===== src/rtl/arp_crypto_input_arbiter.sv =====
// Purpose: packet-atomic two-input round-robin AXI-Stream arbiter with per-port packet counters.
// Latency: one bubble cycle (IDLE) per packet, then a zero-latency combinational mux per beat.
// Backpressure: m_axis_tready passes straight to the granted port; the other port sees tready=0.
module arp_crypto_input_arbiter #(
    parameter int C_AXIS_DATA_WIDTH  = 256,
    parameter int C_AXIS_TUSER_WIDTH = 128,
    parameter int C_CNT_WIDTH        = 32
) (
    input  logic                              axis_aclk,
    input  logic                              axis_reset,

    input  logic [C_AXIS_DATA_WIDTH-1:0]      s0_axis_tdata,
    input  logic [C_AXIS_DATA_WIDTH/8-1:0]    s0_axis_tkeep,
    input  logic [C_AXIS_TUSER_WIDTH-1:0]     s0_axis_tuser,
    input  logic                              s0_axis_tvalid,
    output logic                              s0_axis_tready,
    input  logic                              s0_axis_tlast,

    input  logic [C_AXIS_DATA_WIDTH-1:0]      s1_axis_tdata,
    input  logic [C_AXIS_DATA_WIDTH/8-1:0]    s1_axis_tkeep,
    input  logic [C_AXIS_TUSER_WIDTH-1:0]     s1_axis_tuser,
    input  logic                              s1_axis_tvalid,
    output logic                              s1_axis_tready,
    input  logic                              s1_axis_tlast,

    output logic [C_AXIS_DATA_WIDTH-1:0]      m_axis_tdata,
    output logic [C_AXIS_DATA_WIDTH/8-1:0]    m_axis_tkeep,
    output logic [C_AXIS_TUSER_WIDTH-1:0]     m_axis_tuser,
    output logic                              m_axis_tvalid,
    input  logic                              m_axis_tready,
    output logic                              m_axis_tlast,

    input  logic [1:0]                        port_en,
    input  logic                              cnt_clear,
    output logic [C_CNT_WIDTH-1:0]            pkt_cnt0,
    output logic [C_CNT_WIDTH-1:0]            pkt_cnt1,
    output logic                              grant,
    output logic                              busy
);

    typedef enum logic {
        IDLE = 1'b0,
        PKT  = 1'b1
    } state_t;

    state_t     state;
    state_t     state_nxt;
    logic       grant_q;
    logic       grant_nxt;
    logic       last_grant;
    logic       last_grant_nxt;
    logic [1:0] req;
    logic       pkt_done;

    assign req   = {s1_axis_tvalid & port_en[1], s0_axis_tvalid & port_en[0]};
    assign grant = grant_q;
    assign busy  = (state == PKT);

    // Data-path mux follows the held grant; only tvalid/tready are gated by state.
    always_comb begin
        m_axis_tdata = grant_q ? s1_axis_tdata : s0_axis_tdata;
        m_axis_tkeep = grant_q ? s1_axis_tkeep : s0_axis_tkeep;
        m_axis_tuser = grant_q ? s1_axis_tuser : s0_axis_tuser;
        m_axis_tlast = grant_q ? s1_axis_tlast : s0_axis_tlast;
    end

    // Next-state, grant selection and handshake gating.
    always_comb begin
        state_nxt      = state;
        grant_nxt      = grant_q;
        last_grant_nxt = last_grant;
        m_axis_tvalid  = 1'b0;
        s0_axis_tready = 1'b0;
        s1_axis_tready = 1'b0;
        pkt_done       = 1'b0;
        case (state)
            IDLE: begin
                if (req != 2'b00) begin
                    // Round robin: the port after last_grant gets first pick.
                    if (last_grant) begin
                        grant_nxt = req[0] ? 1'b0 : 1'b1;
                    end else begin
                        grant_nxt = req[1] ? 1'b1 : 1'b0;
                    end
                    state_nxt = PKT;
                end
            end
            PKT: begin
                m_axis_tvalid  = grant_q ? s1_axis_tvalid : s0_axis_tvalid;
                s0_axis_tready = ~grant_q & m_axis_tready;
                s1_axis_tready =  grant_q & m_axis_tready;
                if (m_axis_tvalid && m_axis_tready && m_axis_tlast) begin
                    pkt_done       = 1'b1;
                    last_grant_nxt = grant_q;
                    state_nxt      = IDLE;
                end
            end
            default: state_nxt = IDLE;
        endcase
    end

    // State, grant and round-robin pointer registers.
    always_ff @(posedge axis_aclk) begin
        if (axis_reset) begin
            state      <= IDLE;
            grant_q    <= 1'b1;
            last_grant <= 1'b1;
        end else begin
            state      <= state_nxt;
            grant_q    <= grant_nxt;
            last_grant <= last_grant_nxt;
        end
    end

    // Per-port packet counters; clear beats a coincident increment.
    always_ff @(posedge axis_aclk) begin
        if (axis_reset || cnt_clear) begin
            pkt_cnt0 <= '0;
            pkt_cnt1 <= '0;
        end else if (pkt_done) begin
            if (grant_q) begin
                pkt_cnt1 <= pkt_cnt1 + 1'b1;
            end else begin
                pkt_cnt0 <= pkt_cnt0 + 1'b1;
            end
        end
    end

endmodule


===== config.mk =====
export PLATFORM = sky130hd
export DESIGN_NAME = arp_crypto_input_arbiter
export DESIGN_NICKNAME = d
export VERILOG_FILES = /design/src/rtl/arp_crypto_input_arbiter.sv
export SDC_FILE = /design/constraint.sdc
export NUM_CORES = 1
export LEC_CHECK = 0
export ABC_AREA = 1
export CELL_PAD_IN_SITES_DETAIL_PLACEMENT = 1
export CELL_PAD_IN_SITES_GLOBAL_PLACEMENT = 1
export CORE_AREA = 2 2 517 519
export CTS_BUF_LIST = sky130_fd_sc_hd__clkbuf_4
export DETAILED_ROUTE_END_ITERATION = 6
export DIE_AREA = 0 0 519 521
export GPL_TIMING_DRIVEN = 0
export PLACE_DENSITY_LB_ADDON = 0.1
export SLEW_MARGIN = 10
export SYNTH_ARGS = -nofsm -noshare
export SYNTH_HDL_FRONTEND = slang
export SYNTH_SLANG_ARGS = --single-unit

===== constraint.sdc =====
create_clock -name axis_aclk -period 1.79 [get_ports axis_aclk]
set_clock_uncertainty 0.2 [all_clocks]
set_input_delay 0.358 -clock axis_aclk [delete_from_list [all_inputs] [get_ports axis_aclk]]
set_output_delay 0.358 -clock axis_aclk [all_outputs]
set_load 0.005 [all_outputs]

# After elaboration in Yosys (flattened, before gate mapping)
# Cells that the tools add are included.
[totals]
inputBits = 842
wordCells = 37
ff_bits = 67
out_inout_bits = 486
[op_classes]
addsub = 2
bitwise = 6
mux = 16
n_reduce_logical = 8
[ops]
columns = ["cell", "count"]
rows = [
  ["$mux 256", 1],
  ["$mux 128", 1],
  ["$add 32x1->32 const B", 2],
  ["$mux 32", 1],
  ["$mux 1", 12],
  ["$reduce_and 2->1", 4],
  ["$and 1x1->1", 4],
  ["$logic_and 1x1->1", 2],
  ["$not 1->1", 2],
  ["$pmux 1 s2", 1],
  ["$reduce_bool 2->1", 1],
  ["$logic_or 1x1->1", 1],
]

# Depth between registers and ports, before layout
# Gate-level depths: netlist (run 1).
[depth]
depth_word = 6
depth_mapped = 10
mapped_depth_nobuf = 10

# Least setup slack after synthesis (run 1)
# Ideal clock, no wire load.
[synth_timing]
kind = "reg-to-output"
from = "register grant_q (netlist: grant)"
to = "output m_axis_tkeep[29]"
slack_ns = -0.041
stages_incl_launch_ff = 8
arrival_time_ns = 1.273
required_ns = 1.232
n_path_buf = 4
cell_sequence = "dfxtp_1 > buf_6 > inv_6 > clkbuf_1 > buf_2 > buf_2 > nand2_1 > nand2_1"
[synth_between]
elab_chain_len = 1
[synth_lines]
columns = ["element", "line_no", "rtl"]
rows = [
  ["start: declaration", "48", "logic grant_q;"],
  ["start signal: assignment", "110", "grant_q <= grant_nxt;"],
  ["$mux 32", "62", "m_axis_tkeep = grant_q ? s1_axis_tkeep : s0_axis_tkeep;"],
  ["end: declaration", "27", "output logic [C_AXIS_DATA_WIDTH/8-1:0] m_axis_tkeep,"],
]
# No other way between the ends.

# Worst setup path after layout (run 1)
[layout_timing]
from = "register grant_q (netlist: grant)"
to = "output m_axis_tdata[142]"
[layout_between]
elab_chain_len = 1
[layout_lines]
columns = ["element", "line_no", "rtl"]
rows = [
  ["$mux 256", "61", "m_axis_tdata = grant_q ? s1_axis_tdata : s0_axis_tdata;"],
  ["end: declaration", "26", "output logic [C_AXIS_DATA_WIDTH-1:0] m_axis_tdata,"],
]
# No other way between the ends.

==> results of run 1 <==
==> critical path, delay by kind of cell (launching register included) <==
family        cells  cell delay, ns
simple gates      2            0.25
buf+inv           4            1.10
flops             1            0.40
==> flip-flops by register name (all words and copies together), names as in the netlist <==
name	cells
busy	1
last_grant	1
pkt_cnt1	32
grant	1
pkt_cnt0	32
==> cell usage in the layout (no fill, tap or decap), types with 32 or more instances in the layout <==
cell,synthesis,routed
a21oi_1,33,32
buf_12,0,39
buf_2,28,41
buf_4,3,70
buf_6,2,130
clkbuf_16,0,36
clkbuf_2,0,51
clkdlybuf4s50_1,0,953
dfxtp_1,67,66
dlygate4sd2_1,0,117
inv_1,70,70
nand2_1,1404,1069
nand2_2,2,187
nand2_4,1,118
nand2_8,0,33
nand3_1,57,57
nor2_1,160,159
==> power groups by stage <==
stage          combinational, mW  sequential (mW)  clock [mW]
6_report                    9.63             1.50        1.20
5_1_grt                     10.4             1.51        1.35
3_3_place_gp                8.39             1.54           0
2_1_floorplan               1.67             1.53           0
4_1_cts                     9.79             1.51        1.32
3_5_place_dp                8.30             1.54           0
==> area by class of cell <==
type / instances / area share
repair buffers: 1439 / 0.4611
multi-input cells: 1727 / 0.2793
well taps: 3533 / 0.1419
plain buffers: 105 / 0.05828
flip-flops and latches: 67 / 0.04310
inverters: 74 / 0.009760
clock inverters: 7 / 0.002209
clock buffers: 9 / 0.002169
diodes: 27 / 0.002169
==> cells by family (layout without fill, tap and decap cells) <==
family	Yosys count	count (layout)	share of synthesized area
xor+xnor	2	2	0.001969
compound gates	51	51	0.03065
flops	67	67	0.1507
fa+ha+maj	2	2	0.002812
buf+inv	181	1634	0.08380
simple gates	1672	1672	0.7300
other cells	0	27	0
==> timing repair <==
item	4_1_cts	5_1_grt
pin swaps	50	34
gates resized for setup	1671	428
cloned	15	3
setup buffers	76	23
setup endpoints to repair	552	551
==> final timing paths <==
| kind | start | to | cells past startpoint |
|---|---|---|---|
| worst max-delay path | grant | m_axis_tdata[142] | 6 |
| worst min-delay path | last_grant | last_grant | 2 |
| worst max register to register | grant | pkt_cnt0[13] | 12 |
| worst min register to register | last_grant | last_grant | 2 |
==> cell usage after synthesis (all sizes together) <==
| cell type | count |
|---|---|
| inv | 73 |
| a31oi | 4 |
| nand2 | 1407 |
| nor3 | 13 |
| and2 | 1 |
| and3 | 6 |
| nor2b | 1 |
| a21oi | 33 |
| o21bai | 5 |
| nand3b | 1 |
| ha | 2 |
| clkinv | 1 |
| nor2 | 166 |
| buf | 39 |
| o21ai | 9 |
| nand4 | 19 |
| nand3 | 58 |
| dfxtp | 67 |
| clkbuf | 68 |
| xor2 | 2 |
==> routing by layer <==
| layer | GRT usage | wire [um] |
|---|---|---|
| met5 | 0 | 552 |
| met4 | 0.01525 | 2600 |
| met3 | 0.05301 | 17130 |
| met2 | 0.2642 | 102800 |
| met1 | 0.1588 | 77750 |
==> metrics by stage <==
stage | area (um^2) | TNS [ns] | hold slack, ns | instances
finish | 31150 | -434.71 | 0.3011 | 6988
global route | 31110 | -526.31 | 0.3227 | 6972
global placement | 26610 | -822.66 | 0.2717 | 6835
floorplan | 8902 | -2.046 | 0.2285 | 1975
CTS | 30520 | -539.27 | 0.2245 | 6940
detailed placement | 26610 | -805.96 | 0.2722 | 6835
==> results.txt, run 1 <==
Pre-Repair DR Iteration Count -> 4
outcome -> finished with violations
register share of total power -> 0.122
Post-Syn Nets -> 2,819
Core Area -> 264,400 um^2
failing checks -> setup timing
Synth area leaders -> nand2_1 (59%), dfxtp_1 (15%), nor2_1 (6.7%), nand3_1 (3.2%), inv_1 (3.0%)
Die X -> 519 um
total CTS buffers -> 9
area growth from synthesis to layout -> 250.1%
max-slew violations -> 0
total power -> 12.33 mW
io pins -> 1,328
nets@finish -> 4,267
CP Launch Type -> flop
Least-Margin Pin Slew -> 0.8342 ns
number of global-route vias before repair -> 20,230
DIE AREA -> 270,400 um^2
post-DR vias/cell -> 2.712
residual DRC count -> 0
top-area cell type share of the netlist area -> 0.5922
Max-Cap Viols -> 0
combinational group share of total power -> 0.781
clk buf depth -> 2
WL final -> 200,900 um
CTS HTree Levels -> 3
cell mode on critical path -> nand2_1
synthesized area per cell -> 4.506 um^2
Lkg Pwr -> 13.07 nW
Slowest cell on crit path -> clkdlybuf4s50_1
1st-iter DRT viols -> 731
pre-CTS setup slack -> -2.692 ns
Final HPWL DP -> 181,400 um
storage element area -> 1343 um^2
Yosys warning total -> 0
P_int -> 6.727 mW
Syn Inst Count -> 1,975
VDD IR max -> 241.2 uV
CP arrival -> 2.33 ns
Clk pin slew, worst setup/hold paths -> 0.17 ns
setup ws final -> -1.096 ns
initial core utilization -> 0.03366
fin util -> 0.1178
Routed wire per std cell -> 28.74 um
unrepaired setup endpoints after global routing -> yes
reg2reg setup slack -> -0.68 ns
Synth Register Bits -> 67
HP Class -> flop to flop
NetSw -> 5.607 mW
GRT Overall Usage -> 0.1428
Post-Syn Area -> 8899 um^2
Routed Antenna Nets -> 0
Seq/Total Area, Yosys -> 0.1507
area of the multi-input gates -> 8701 um^2
post-route clock period utilization -> 1.612
IO buf count -> 1,327
setup violation total in the final timing report -> 551
min Tclk post-route -> 2.886 ns
area leader, netlist -> nand2_1
Slew HR -> 0.4418
gr ovfl total -> 0
worst setup path class -> flop to output port
crit-path max FO -> 10
Final Hold Viols -> 0
first-pass GRT wire length -> 246,700 um
root buffer cell -> clkbuf_4
pin count of the biggest net entering global routing -> 13
row cnt -> 189
die height -> 521 um
critical path's largest stage delay -> 0.53 ns
P per Cell Area -> 395.9 nW/um^2
CTS tree -> done
worst endpoint required time -> 1.23 ns
clock network power share -> 0.097
Yosys cell types -> 32
critical path cell sequence -> buf_12 -> clkbuf_16 -> clkbuf_8 -> nand2_1 -> nand2_1 -> clkdlybuf4s50_1
share of cells above drive strength 1 -> 0.2340
vias after detailed routing -> 18,950
Clock Sinks -> 67
Sw Share -> 0.4546
Max Fclk -> 346.5 MHz
# fillers -> 31,760
Hold Buf Count CTS -> 0
crit path capture type -> output port
antenna violations before repair -> 182
Final GP Congestion -> 0.8226
Worst-Skew Late Latency -> 0.56 ns
Note: power is estimated with default switching activity, not from simulation.
==> run 2: changes to the inputs <==
--- a/config.mk
+++ b/config.mk
@@ -14,6 +14,7 @@
 export DIE_AREA = 0 0 519 521
 export GPL_TIMING_DRIVEN = 0
 export PLACE_DENSITY_LB_ADDON = 0.1
+export RECOVER_POWER = 100
 export SLEW_MARGIN = 10
 export SYNTH_ARGS = -nofsm -noshare
 export SYNTH_HDL_FRONTEND = slang
==> results of run 2 <==
Same layout as run 1: the final DEF is identical, and so are final timing and power.
